==> config.mk <==
export PLATFORM = sky130hd
export DESIGN_NAME = ring_buffer
export DESIGN_NICKNAME = d
export VERILOG_FILES = /design/src/rtl/ring_buffer_pkg.sv /design/src/rtl/ring_buffer_mem.sv /design/src/rtl/ring_buffer.sv
export SDC_FILE = /design/constraint.sdc
export NUM_CORES = 1
export LEC_CHECK = 0
export CAP_MARGIN = 10
export CORE_MARGIN = 2
export CORE_UTILIZATION = 45
export CTS_CLUSTER_DIAMETER = 80
export CTS_CLUSTER_SIZE = 24
export DETAILED_ROUTE_END_ITERATION = 10
export PLACE_DENSITY = 0.64
export SLEW_MARGIN = 20
export SYNTH_ARGS = -nofsm -noshare
export SYNTH_HDL_FRONTEND = slang
export SYNTH_HIERARCHICAL = 1
export SYNTH_SLANG_ARGS = --single-unit
==> constraint.sdc <==
create_clock -name clk -period 3.5 [get_ports clk]
set_input_delay 0.7 -clock clk [delete_from_list [all_inputs] [get_ports clk]]
set_output_delay 0.7 -clock clk [all_outputs]
set_load 0.02 [all_outputs]
==> src/rtl/ring_buffer_pkg.sv <==
// Shared defaults and helper types for the ring_buffer FIFO and its storage array.
package ring_buffer_pkg;

    localparam int RB_DATA_WIDTH = 8;
    localparam int RB_DEPTH      = 4;
    localparam int RB_ADDR_WIDTH = $clog2(RB_DEPTH);

    // The two accepted-operation bits, {do_wr, do_rd}, viewed as one operation code.
    typedef enum logic [1:0] {
        OP_IDLE = 2'b00,
        OP_POP  = 2'b01,
        OP_PUSH = 2'b10,
        OP_BOTH = 2'b11
    } rb_op_e;

    function automatic logic is_pow2_depth(input int value);
        return (value >= 2) && ((value & (value - 1)) == 0);
    endfunction

endpackage

==> src/rtl/ring_buffer_mem.sv <==
// DEPTH x DATA_WIDTH register array: synchronous write port and a registered read port
// whose output register clears on reset while the storage itself does not.
module ring_buffer_mem
    import ring_buffer_pkg::*;
#(
    parameter int DATA_WIDTH = RB_DATA_WIDTH,
    parameter int DEPTH      = RB_DEPTH,
    parameter int ADDR_WIDTH = $clog2(DEPTH)
) (
    input  logic                  clk,
    input  logic                  rst,
    input  logic                  i_wr_en,
    input  logic [ADDR_WIDTH-1:0] i_wr_addr,
    input  logic [DATA_WIDTH-1:0] i_wr_data,
    input  logic                  i_rd_en,
    input  logic [ADDR_WIDTH-1:0] i_rd_addr,
    output logic [DATA_WIDTH-1:0] o_rd_data
);

    logic [DATA_WIDTH-1:0] r_mem [DEPTH];
    logic [DATA_WIDTH-1:0] r_rd_data;

    // NOTE: the storage array has no reset; stale entries are unreachable once the
    // pointers and count are cleared, and leaving it unreset lets it map to plain flops/RAM.
    always_ff @(posedge clk) begin
        if (i_wr_en) begin
            r_mem[i_wr_addr] <= i_wr_data;
        end
    end

    always_ff @(posedge clk) begin
        if (rst) begin
            r_rd_data <= '0;
        end else if (i_rd_en) begin
            r_rd_data <= r_mem[i_rd_addr];
        end
    end

    assign o_rd_data = r_rd_data;

endmodule

==> src/rtl/ring_buffer.sv <==
// Single-clock circular FIFO: pointer, occupancy and registered full/empty flag logic
// around a ring_buffer_mem storage array.
module ring_buffer
    import ring_buffer_pkg::*;
#(
    parameter int DATA_WIDTH = RB_DATA_WIDTH,
    parameter int DEPTH      = RB_DEPTH,
    parameter int ADDR_WIDTH = $clog2(DEPTH)
) (
    input  logic                  clk,
    input  logic                  rst,
    input  logic                  write_en,
    input  logic                  read_en,
    input  logic [DATA_WIDTH-1:0] write_data,
    output logic [DATA_WIDTH-1:0] read_data,
    output logic                  full,
    output logic                  empty
);

    localparam logic [ADDR_WIDTH:0]   LP_COUNT_FULL = (ADDR_WIDTH + 1)'(DEPTH);
    localparam logic [ADDR_WIDTH:0]   LP_COUNT_STEP = (ADDR_WIDTH + 1)'(1);
    localparam logic [ADDR_WIDTH-1:0] LP_PTR_STEP   = ADDR_WIDTH'(1);

    if (!is_pow2_depth(DEPTH) || (ADDR_WIDTH != $clog2(DEPTH))) begin : g_bad_params
        $error("ring_buffer: DEPTH must be a power of two >= 2 and ADDR_WIDTH = log2(DEPTH)");
    end

    logic [ADDR_WIDTH-1:0] r_wr_ptr;
    logic [ADDR_WIDTH-1:0] r_rd_ptr;
    logic [ADDR_WIDTH:0]   r_count;
    logic [ADDR_WIDTH:0]   w_count_next;
    logic                  r_full;
    logic                  r_empty;
    logic                  w_do_wr;
    logic                  w_do_rd;
    rb_op_e                w_op;

    // Acceptance uses the registered flags, so a push into a full buffer or a pop from
    // an empty one is dropped, and a simultaneous push+pop at either extreme does one side only.
    assign w_do_wr = write_en & ~r_full;
    assign w_do_rd = read_en & ~r_empty;
    assign w_op    = rb_op_e'({w_do_wr, w_do_rd});

    // NOTE: always_comb outputs get a default before the case so every path assigns
    // them and no latch is inferred.
    always_comb begin
        w_count_next = r_count;
        case (w_op)
            OP_PUSH: w_count_next = r_count + LP_COUNT_STEP;
            OP_POP:  w_count_next = r_count - LP_COUNT_STEP;
            default: w_count_next = r_count;
        endcase
    end

    // NOTE: sequential state uses non-blocking assignments so every register samples
    // pre-edge values regardless of statement order.
    always_ff @(posedge clk) begin
        if (rst) begin
            r_wr_ptr <= '0;
            r_rd_ptr <= '0;
            r_count  <= '0;
            r_full   <= 1'b0;
            r_empty  <= 1'b1;
        end else begin
            if (w_do_wr) begin
                r_wr_ptr <= r_wr_ptr + LP_PTR_STEP;
            end
            if (w_do_rd) begin
                r_rd_ptr <= r_rd_ptr + LP_PTR_STEP;
            end
            r_count <= w_count_next;
            r_full  <= (w_count_next == LP_COUNT_FULL);
            r_empty <= (w_count_next == '0);
        end
    end

    // Reset takes priority over a push on the same edge, so the array is not written then.
    ring_buffer_mem #(
        .DATA_WIDTH (DATA_WIDTH),
        .DEPTH      (DEPTH),
        .ADDR_WIDTH (ADDR_WIDTH)
    ) u_mem (
        .clk        (clk),
        .rst        (rst),
        .i_wr_en    (w_do_wr & ~rst),
        .i_wr_addr  (r_wr_ptr),
        .i_wr_data  (write_data),
        .i_rd_en    (w_do_rd),
        .i_rd_addr  (r_rd_ptr),
        .o_rd_data  (read_data)
    );

    assign full  = r_full;
    assign empty = r_empty;

endmodule

==> results of run 1 <==
## layout make-up
class                   count  area [µm²]  share of cell area [%]
flip-flops and latches     49        1300                    57.3
multi-input cells          70         578                    25.5
repair buffers             25         240                    10.6
clock buffers               6        72.6                    3.20
well taps                  50        62.6                    2.76
clock inverters             2        15.0                   0.662
## cells by family after synthesis
family / share of synthesized area, %
flip-flops: 67.2
AND/OR/NAND/NOR: 10.3
multiplexers: 8.79
AO/OA/AOI/OAI: 5.88
XOR/XNOR: 3.17
buffers and inverters: 2.91
adder cells (fa/ha/maj): 1.68
## state kept, by name, summed over array words and instances, names as in the netlist
| register | count |
|---|---|
| r_count | 3 |
| r_wr_ptr | 2 |
| u_mem/o_rd_data | 8 |
| full | 1 |
| empty | 1 |
| u_mem/r_mem | 32 |
| r_rd_ptr | 2 |
## worst min-delay path by stage
stage	from	endpoint	slack [ns]	cells after the start
2_1_floorplan	r_rd_ptr[1]	r_rd_ptr[1]	0.49	2
3_3_place_gp	r_rd_ptr[1]	r_rd_ptr[1]	0.52	2
3_5_place_dp	r_rd_ptr[1]	r_rd_ptr[1]	0.53	2
4_1_cts	r_rd_ptr[1]	r_rd_ptr[1]	0.56	2
5_1_grt	u_mem/r_mem[2][6]	u_mem/o_rd_data[6]	0.58	2
6_report	r_rd_ptr[1]	r_rd_ptr[1]	0.55	2
## through the flow
stage                     setup slack (ns)  instance area [µm²]  hold WS (ns)  cells  util (%)
after floorplan                       1.32                 1940         0.494    125         -
after global placement               0.802                 2180         0.515    194      53.8
after detailed placement             0.687                 2180         0.534    194      53.8
after CTS                            0.997                 2270         0.556    202      55.9
after global routing                 0.895                 2270         0.581    202      55.9
final                                0.971                 2270         0.552    202      55.9
## synth_stat cells (2+ instances only)
cell | n | area (µm²)
a21oi_1 | 2 | 10.0
buf_4 | 2 | 15.0
buf_6 | 2 | 22.5
dfxtp_1 | 17 | 340
edfxtp_1 | 32 | 961
mux2i_1 | 17 | 170
nand3b_1 | 3 | 22.5
nor2_1 | 9 | 33.8
nor2b_1 | 3 | 18.8
nor3b_1 | 2 | 15.0
o221ai_1 | 7 | 61.3
or3b_2 | 8 | 70.1
xnor2_1 | 2 | 17.5
xor2_1 | 5 | 43.8
## power by group
part / switching (mW) / total (mW) / internal, mW
Combinational: 0.118 / 0.247 / 0.129
Sequential: 0.0517 / 0.715 / 0.664
Clock: 0.178 / 0.318 / 0.141
## layer usage
| metal | part of all wire, % | wire, µm | up-vias |
|---|---|---|---|
| met4 | 1.6 | 53 | 0 |
| li1 | - | - | 526 |
| met2 | 50 | 1630 | 19 |
| met1 | 45 | 1490 | 509 |
| met5 | 0 | 0 | - |
| met3 | 3.1 | 103 | 6 |
## worst register-to-register path, cell delays in order (launching register included)
cell and delay (ns):
dfxtp_1 0.33, nand2b_1 0.20, ha_1 0.27, fa_1 0.40
xnor2_1 0.19, or3_1 0.38, a211oi_2 0.22
==> implementation parameters, run 1 <==
Parameter                              Value

GRT
  Pin count of the biggest net entering global routing ... 19
  Number of antenna violations at the first check in global routing ... 0
  Global-route wire length before repair ... 5350 µm
  All-layer global routing usage ... 14.7%
  GRT met1 Usage ... 18.6%
  Global routing usage on met2 ... 23.0%
  Number of global-route vias before repair ... 1,094
  Remaining global-route overflow ... 0
  Met3 GRT Util ... 4.80%
  Peak-usage layer in the global routing report ... met2

Critical path
  Ordered cell list for the critical path ... clkdlybuf4s50_1, nand2b_1, ha_1, fa_1, xnor2_1, or3_1, a211oi_2
  Kind of cell with the highest combined delay on the critical path ... adder cells
  CP Buf/Inv Count ... 1
  Maximum net fanout on the critical path ... 3
  Element type at the critical path end ... flip-flop
  Reg-to-reg setup timing slack ... 1.44 ns
  Depth of the most critical reg-to-reg path ... 6
  Stages on worst setup path ... 7
  Critical R2R Capture ... full
  Worst path arrival time ... 2.75 ns
  Worst EP required ... 3.72 ns
  Last element of the critical path ... full
  Critical setup path kind ... in2reg
  Cell type of the slowest stage on the worst timing path ... clkdlybuf4s50_1
  Crit path launch ... write_en
  Crit Reg-Reg Startpoint ... full
  Longest individual stage delay on the worst path ... 0.47 ns
  Crit start category ... input pin

Cells and area
  Number of filler cells placed in the layout ... 321
  Total Nets Final ... 165
  Area growth from synthesis to final layout ... 17.3%
  Most common cell after layout, fill and taps aside ... edfxtp_1
  Layout cells sized above 1 ... 13.8%
  Diode insertion count for antenna repair ... 0
  Commonest cells after routing, fill and taps aside ... 32 x edfxtp_1, 21 x clkdlybuf4s50_1, 17 x mux2i_1, 17 x dfxtp_1, 9 x nor2_1

Outcome
  Run status ... complete, no violations

CTS
  Number of levels the H-tree was split into ... 2
  TritonCTS clock tree ... built
  Number of CTS-inserted buffers ... 5
  Quantity of gates resized following cts ... 0
  Bufs on Longest Clock Path ... 2
  Hold Buf Count CTS ... 0
  Post-CTS repair timing setup buffer count ... 0
  Master cell of the clock root buffer ... clkbuf_8
  Clk sink count ... 49
  Skew-Pair Late Insertion Delay ... 0.29 ns
  Post-CTS clock slew at the launch and capture registers of the worst setup and hold paths ... 0.08 ns

Yosys
  Netlist cell types ... 28
  Avg Synthesized Cell Area ... 15.5 µm²
  Sequential share of the synthesized area ... 67.2%
  Combined area of all synthesized cells ... 1940 µm²
  Count of flip-flops with a built-in enable after synthesis ... 32
  Yosys warnings ... 6
  Synthesized Nets ... 139
  Flops & latches, synth ... 49
  Dominant register cell in the synthesized netlist ... edfxtp_1
  Instance count of the mapped netlist ... 125
  Fraction of synthesis flops using an asynchronous set or reset pin ... 0%

Route
  Remaining DRCs ... 0
  Total detailed-routing wirelength ... 3270 µm
  Number of iterations in the first detailed-routing pass ... 4
  Per-cell via count in the routed design ... 5.25
  First DRT Iteration DRCs ... 47
  Final antenna-violating net count ... 0
  Wire per inst ... 16.2 µm
  Vias after detailed routing ... 1,060

STA
  Final critical-path share of the clock period ... 72.3%
  Final Setup Violations ... 0
  Worst slew slack as a fraction of its limit ... 32.3%
  Final hold vios ... 0
  Measured slew at the worst slew-check pin ... 1.01 ns
  Sum Neg Setup Slack ... 0 ns
  Worst-case clock skew ... 0.00621 ns
  Max Slew Vio Count ... 0
  Final min period ... 2.53 ns
  RSZ-0062 raised after global routing ... false
  Highest Clock Rate ... 395 MHz

Place
  Detailed Place HPWL ... 2140 µm
  Final Wtd Congestion ... 0.694
  Number of input and output port buffers inserted ... 21

Floorplanning
  Core area ... 4060 µm²
  Horiz. Die Dim ... 69.6 µm
  Initial core utilization ... 47.7%
  Count of pins on the block boundary ... 22
  Floorplan row count ... 23
  Full die area ... 4840 µm²
  Floorplan die height ... 69.6 µm

Min path
  Class of the tightest hold or removal check ... reg2reg

Power and ir drop
  Total Power Consumption ... 1.28 mW
  Max IR drop VDD ... 0.000318 V
  Reported leakage power ... 0.753 nW
  P per Cell Area ... 564 nW/µm²

Run
  Maximum capacitance violations ... 0
Note: power is estimated with default switching activity, not from simulation.
==> run 2, diff against run 1 <==
- clock period: 3.5 -> 2.53 ns (I/O delays scaled with it)
==> run 2 against run 1 <==
Net effect:
- hold slack got worse by 0.012 ns
- routed wire length decreased by 0.34%
- core utilization increased by 1.6 points
- power increased by 48%
- worst setup slack got worse by 0.67 ns
- sequential power increased by 36%
- critical path depth unchanged
- die area unchanged
- clock skew increased by 0.0015 ns
- critical endpoint unchanged
==> implementation parameters, run 2 (synthesis gave the netlist of run 1 again) <==
Parameter                              Value

Floorplanning
  Core area ... 4060 µm² (unchanged)
  Count of pins on the block boundary ... 22 (unchanged)
  Floorplan row count ... 23 (unchanged)
  Floorplan die height ... 69.6 µm (unchanged)
  Full die area ... 4840 µm² (unchanged)
  Horiz. Die Dim ... 69.6 µm (unchanged)
  Initial core utilization ... 47.7% (unchanged)

GRT
  Remaining global-route overflow ... 0 (unchanged)
  All-layer global routing usage ... 15.3% (was 14.7%)
  Global-route wire length before repair ... 5490 µm (was 5350 µm)
  Number of global-route vias before repair ... 1,138 (was 1,094)
  Pin count of the biggest net entering global routing ... 18 (was 19)
  Number of antenna violations at the first check in global routing ... 0 (unchanged)

CTS
  Bufs on Longest Clock Path ... 2 (unchanged)
  Post-CTS repair timing setup buffer count ... 0 (unchanged)
  Quantity of gates resized following cts ... 0 (unchanged)
  Clk sink count ... 49 (unchanged)
  Number of levels the H-tree was split into ... 2 (unchanged)
  TritonCTS clock tree ... built (unchanged)
  Master cell of the clock root buffer ... clkbuf_8 (unchanged)
  Hold Buf Count CTS ... 0 (unchanged)
  Number of CTS-inserted buffers ... 5 (unchanged)
  Skew-Pair Late Insertion Delay ... 0.31 ns (was 0.29 ns)
  Post-CTS clock slew at the launch and capture registers of the worst setup and hold paths ... 0.08 ns (about the same)

Outcome
  Run status ... complete, no violations (unchanged)

Route
  Sum of routed wire segments on met1 ... 1440 µm (was 1490 µm)
  Routed wl met2 ... 1610 µm (was 1630 µm)
  Final antenna-violating net count ... 0 (unchanged)
  Uppermost routed layer ... met4 (unchanged)
  Vias after detailed routing ... 1,073 (was 1,060)
  Remaining DRCs ... 0 (unchanged)
  Number of iterations in the first detailed-routing pass ... 4 (unchanged)
  Per-cell via count in the routed design ... 5.18 (was 5.25)
  First DRT Iteration DRCs ... 60 (was 47)
  Detailed route wirelength on metal3 ... 154 µm (was 103 µm)
  Wire per inst ... 15.7 µm (was 16.2 µm)
  Total detailed-routing wirelength ... 3260 µm (was 3270 µm)

STA
  Final min period ... 2.23 ns
  Final Setup Violations ... 0 (unchanged)
  Worst slew slack as a fraction of its limit ... 65.3% (was 32.3%)
  Final critical-path share of the clock period ... 88.0%
  Highest Clock Rate ... 449 MHz
  Sum Neg Setup Slack ... 0 ns (unchanged)
  Setup slack after layout ... 0.302 ns (was 0.971 ns)
  Final hold vios ... 0 (unchanged)
  RSZ-0062 raised after global routing ... false (unchanged)
  Max Slew Vio Count ... 0 (unchanged)
  Measured slew at the worst slew-check pin ... 0.520 ns (was 1.01 ns)
  Worst-case clock skew ... 0.00774 ns (was 0.00621 ns)

Cells and area
  Diode insertion count for antenna repair ... 0 (unchanged)
  Total Nets Final ... 170 (was 165)
  Commonest cells after routing, fill and taps aside ... 32 x edfxtp_1, 21 x clkdlybuf4s50_1, 17 x mux2i_1, 17 x dfxtp_1 (was 32 x edfxtp_1, 21 x clkdlybuf4s50_1, 17 x mux2i_1, 17 x dfxtp_1, 9 x nor2_1)
  Layout cells sized above 1 ... 17.2% (was 13.8%)
  Area growth from synthesis to final layout ... 20.7% (was 17.3%)
  Largest register by flop count ... u_mem/r_mem (unchanged)
  Largest register FFs ... 32 (unchanged)
  Final core area utilization ... 57.6% (was 55.9%)
  Finished layout cell area ... 2340 µm² (was 2270 µm²)
  Most common cell after layout, fill and taps aside ... edfxtp_1 (unchanged)

Critical path
  Last element of the critical path ... full (unchanged)
  Critical setup path kind ... in2reg (unchanged)
  Maximum net fanout on the critical path ... 3 (unchanged)
  Reg-to-reg setup timing slack ... 0.58 ns (was 1.44 ns)
  Element type at the critical path end ... flip-flop (unchanged)
  Crit start category ... input pin (unchanged)
  Worst path arrival time ... 2.46 ns (was 2.75 ns)
  Crit path launch ... read_en (was write_en)
  Depth of the most critical reg-to-reg path ... 6 (unchanged)
  Worst EP required ... 2.76 ns (was 3.72 ns)
  Critical R2R Capture ... full (unchanged)
  Crit Reg-Reg Startpoint ... full (unchanged)

Run
  Maximum capacitance violations ... 0 (unchanged)

Power and ir drop
  P per Cell Area ... 811 nW/µm² (was 564 nW/µm²)
  Max IR drop VDD ... 0.000466 V (was 0.000318 V)
  Total Power Consumption ... 1.90 mW (was 1.28 mW)
  Reported leakage power ... 0.801 nW (was 0.753 nW)

Min path
  Worst Hold Depth ... 2 (unchanged)
  Class of the tightest hold or removal check ... reg2reg (unchanged)

Place
  Worst slack at placement ... -0.0286 ns (was 0.687 ns)
  Placed Area ... 2220 µm² (was 2180 µm²)
  Number of input and output port buffers inserted ... 21 (unchanged)
  Final Wtd Congestion ... 0.726 (was 0.694)
  Detailed Place HPWL ... 2160 µm (was 2140 µm)
run 2: cell count changes in the layout (fill, tap and decap cells not counted), sizes merged:
| cell | change |
|---|---|
| buf | +5 |
| bufinv | +1 |
| clkbuf | -1 |
| clkinvlp | -2 |
| inv | +2 |
run 2: worst min-delay path by stage:
stage / startpoint / endpoint / slack [ns]
global route: u_mem/r_mem[2][6] / u_mem/o_rd_data[6] / 0.60
detailed placement: r_rd_ptr[1] / r_rd_ptr[1] / 0.52
floorplan: r_rd_ptr[1] / r_rd_ptr[1] / 0.49
CTS: u_mem/r_mem[2][6] / u_mem/o_rd_data[6] / 0.55
finish: u_mem/r_mem[2][6] / u_mem/o_rd_data[6] / 0.54
global placement: r_rd_ptr[1] / r_rd_ptr[1] / 0.52
run 2: critical path, stage by stage:
cell and delay (ns):
clkdlybuf4s50_1 0.43, nor2b_1 0.16, ha_1 0.22, fa_1 0.39
xnor2_1 0.18, or3_1 0.36, a211oi_2 0.21
run 2: layout make-up:
class	count	area, µm²
Clock inverter	3	47.5
Multi-Input combinational cell	70	578
Timing Repair Buffer	30	278
Sequential cell	49	1300
Tap cell	50	62.6
Fill cell	333	1720
Clock buffer	5	68.8
run 2: per-stage QoR:
stage / std cells / hold slack (ns)
after floorplan: 125 / 0.494
after global placement: 199 / 0.517
after detailed placement: 199 / 0.520
after CTS: 207 / 0.549
after global routing: 207 / 0.597
final: 207 / 0.540
run 2: power by group:
part	leakage, nW	internal [mW]	switching, mW
Combinational	0.312	0.186	0.172
Sequential	0.430	0.918	0.0572
Clock	0.0591	0.301	0.262
run 2: routing by layer:
metal | GRT usage (%) | vias to the layer above
met5 | 0 | -
met4 | 5.88 | 0
met3 | 6.10 | 5
met2 | 25.3 | 23
met1 | 17.8 | 510
li1 | - | 535
==> run 3, diff against run 2 <==
- CORE_MARGIN: 2 -> 10
==> run 3 against run 2 <==
Net effect:
- clock power fell by 4.6%
- via count rose by 2.8%
- register-to-register slack got worse by 0.02 ns
- fmax fell by 0.70%
- largest power group unchanged
- critical endpoint unchanged
- sequential power fell by 1%
- clock skew rose by 0.0019 ns
- sequential share of layout area rose by 0.21 points
- die area rose by 51%
- design area fell by 0.38%
- clock-buffer cell count rose by 1
- critical path depth did not move
- non-clock buffer count did not move
==> implementation parameters, run 3 (synthesis gave the netlist of run 1 again) <==
Parameter                              Value

Route
  Per-cell via count in the routed design ... 5.33 (was 5.18)
  Total detailed-routing wirelength ... 3590 µm (was 3260 µm)
  First DRT Iteration DRCs ... 42 (was 60)
  Number of iterations in the first detailed-routing pass ... 4 (unchanged)
  Remaining DRCs ... 0 (unchanged)
  Wire per inst ... 17.3 µm (was 15.7 µm)
  Vias after detailed routing ... 1,103 (was 1,073)
  Final antenna-violating net count ... 0 (unchanged)

Place
  Worst slack at placement ... -0.0151 ns (was -0.0286 ns)
  Number of input and output port buffers inserted ... 21 (unchanged)
  Final Wtd Congestion ... 0.737 (was 0.726)
  Cell count after placement ... 199 (unchanged)
  Detailed Place HPWL ... 2440 µm (was 2160 µm)
  Placed Area ... 2220 µm² (unchanged)

Outcome
  Run status ... complete, no violations (unchanged)

Floorplanning
  Floorplan die height ... 85.6 µm (was 69.6 µm)
  Initial core utilization ... 47.4% (was 47.7%)
  Count of pins on the block boundary ... 22 (unchanged)
  Floorplan row count ... 23 (unchanged)
  Full die area ... 7320 µm² (was 4840 µm²)
  Horiz. Die Dim ... 85.6 µm (was 69.6 µm)
  Core area ... 4090 µm² (was 4060 µm²)

Power and ir drop
  Share of total power in combinational logic ... 20.1% (was 18.9%)
  Clock group share of total power ... 28.6% (was 29.7%)
  Reported leakage power ... 0.796 nW (was 0.801 nW)
  Switching share of power ... 25.5% (was 25.9%)
  Internal power ... 1.40 mW (was 1.41 mW)
  P per Cell Area ... 805 nW/µm² (was 811 nW/µm²)
  Switching component of the power ... 0.478 mW (was 0.490 mW)
  Sequential power share ... 51.3% (was 51.5%)
  Max IR drop VDD ... 0.000426 V (was 0.000466 V)

Critical path
  Worst path arrival time ... 2.47 ns (was 2.46 ns)
  Worst EP required ... 2.76 ns (about the same)
  Last element of the critical path ... full (unchanged)
  Element type at the critical path end ... flip-flop (unchanged)
  Crit Reg-Reg Startpoint ... full (unchanged)
  Crit start category ... input pin (unchanged)
  Depth of the most critical reg-to-reg path ... 6 (unchanged)
  Critical R2R Capture ... full (unchanged)
  Maximum net fanout on the critical path ... 3 (unchanged)
  Crit path launch ... read_en (unchanged)
  Critical setup path kind ... in2reg (unchanged)
  Reg-to-reg setup timing slack ... 0.56 ns (was 0.58 ns)

Cells and area
  Largest register by flop count ... u_mem/r_mem (unchanged)
  Total Nets Final ... 170 (unchanged)
  Number of cells in the finished layout apart from fillers ... 207 (unchanged)
  Commonest cells after routing, fill and taps aside ... 32 x edfxtp_1, 21 x clkdlybuf4s50_1, 17 x mux2i_1, 17 x dfxtp_1 (unchanged)
  Largest register FFs ... 32 (unchanged)
  Layout cells sized above 1 ... 16.6% (was 17.2%)
  Area growth from synthesis to final layout ... 20.2% (was 20.7%)
  Most common cell after layout, fill and taps aside ... edfxtp_1 (unchanged)
  Diode insertion count for antenna repair ... 0 (unchanged)
  Finished layout cell area ... 2330 µm² (was 2340 µm²)

GRT
  All-layer global routing usage ... 10.2% (was 15.3%)
  Pin count of the biggest net entering global routing ... 19 (was 18)
  Remaining global-route overflow ... 0 (unchanged)
  Number of global-route vias before repair ... 1,167 (was 1,138)
  Global-route wire length before repair ... 5880 µm (was 5490 µm)
  Number of antenna violations at the first check in global routing ... 0 (unchanged)

STA
  Max Slew Vio Count ... 0 (unchanged)
  Final Setup Violations ... 0 (unchanged)
  Final min period ... 2.24 ns (was 2.23 ns)
  Highest Clock Rate ... 446 MHz (was 449 MHz)
  RSZ-0062 raised after global routing ... false (unchanged)
  Worst slew slack as a fraction of its limit ... 71.7% (was 65.3%)
  Final hold vios ... 0 (unchanged)
  Setup slack after layout ... 0.287 ns (was 0.302 ns)
  Measured slew at the worst slew-check pin ... 0.423 ns (was 0.520 ns)
  Final critical-path share of the clock period ... 88.7% (was 88.0%)
  Worst-case clock skew ... 0.00961 ns (was 0.00774 ns)
  Sum Neg Setup Slack ... 0 ns (unchanged)

CTS
  Post-CTS clock slew at the launch and capture registers of the worst setup and hold paths ... 0.09 ns (was 0.08 ns)
  TritonCTS clock tree ... built (unchanged)
  Master cell of the clock root buffer ... clkbuf_8 (unchanged)
  Hold Buf Count CTS ... 0 (unchanged)
  Quantity of gates resized following cts ... 0 (unchanged)
  Skew-Pair Late Insertion Delay ... 0.30 ns (was 0.31 ns)
  Number of levels the H-tree was split into ... 2 (unchanged)
  Post-CTS repair timing setup buffer count ... 0 (unchanged)
  Clk sink count ... 49 (unchanged)
  Number of CTS-inserted buffers ... 5 (unchanged)
  Bufs on Longest Clock Path ... 2 (unchanged)

Min path
  Class of the tightest hold or removal check ... reg2reg (unchanged)
  Worst Hold Depth ... 2 (unchanged)

Run
  Maximum capacitance violations ... 0 (unchanged)
==> run 3: cell count changes in the layout (fill, tap and decap cells not counted), sizes merged <==
| cell | previous run | this run |
|---|---|---|
| clkinv | 0 | 1 |
| clkbuf | 5 | 6 |
| inv | 2 | 0 |
==> run 3: layout make-up <==
class	instances	area, µm²
fillers	333	1760
clock inverters	2	35.0
multi-input cells	70	578
flip-flops and latches	49	1300
clock buffers	6	72.6
repair buffers	30	278
well taps	50	62.6
==> run 3: how the worst min path moves through the flow <==
stage | slack, ns | end | from
after detailed placement | 0.53 | r_rd_ptr[1] | r_rd_ptr[1]
after CTS | 0.56 | r_rd_ptr[1] | r_rd_ptr[1]
after floorplan | 0.49 | r_rd_ptr[1] | r_rd_ptr[1]
after global routing | 0.59 | u_mem/o_rd_data[7] | u_mem/r_mem[0][7]
final | 0.55 | r_rd_ptr[1] | r_rd_ptr[1]
after global placement | 0.52 | r_rd_ptr[1] | r_rd_ptr[1]
==> run 3: power by group through the flow <==
stage	registers [mW]	logic [mW]	clock network [mW]
floorplan	1.00	0.233	0
global placement	0.976	0.365	0
detailed placement	0.979	0.379	0
CTS	0.962	0.381	0.554
global route	0.972	0.407	0.589
finish	0.961	0.376	0.537
==> run 3: metrics by stage <==
step	power (mW)	utilization [%]	hold WS [ns]
3_5_place_dp	1.36	54.3	0.529
5_1_grt	1.97	57.0	0.591
3_3_place_gp	1.34	54.3	0.517
4_1_cts	1.90	57.0	0.562
2_1_floorplan	1.24	-	0.494
6_report	1.87	57.0	0.553
==> run 3: worst max-delay path: stages <==
cell,delay [ns]
clkdlybuf4s50_1,0.43
nor2b_1,0.16
ha_1,0.22
fa_1,0.39
xnor2_1,0.18
or3_1,0.38
a211oi_2,0.21
==> run 3: metal layers <==
layer	global-route usage, %	vias up	share of wire [%]
met1	11.5	552	44
met2	16.8	19	50
met5	0	-	0
met4	3.44	0	0.42
met3	4.73	2	4.8
li1	-	530	-
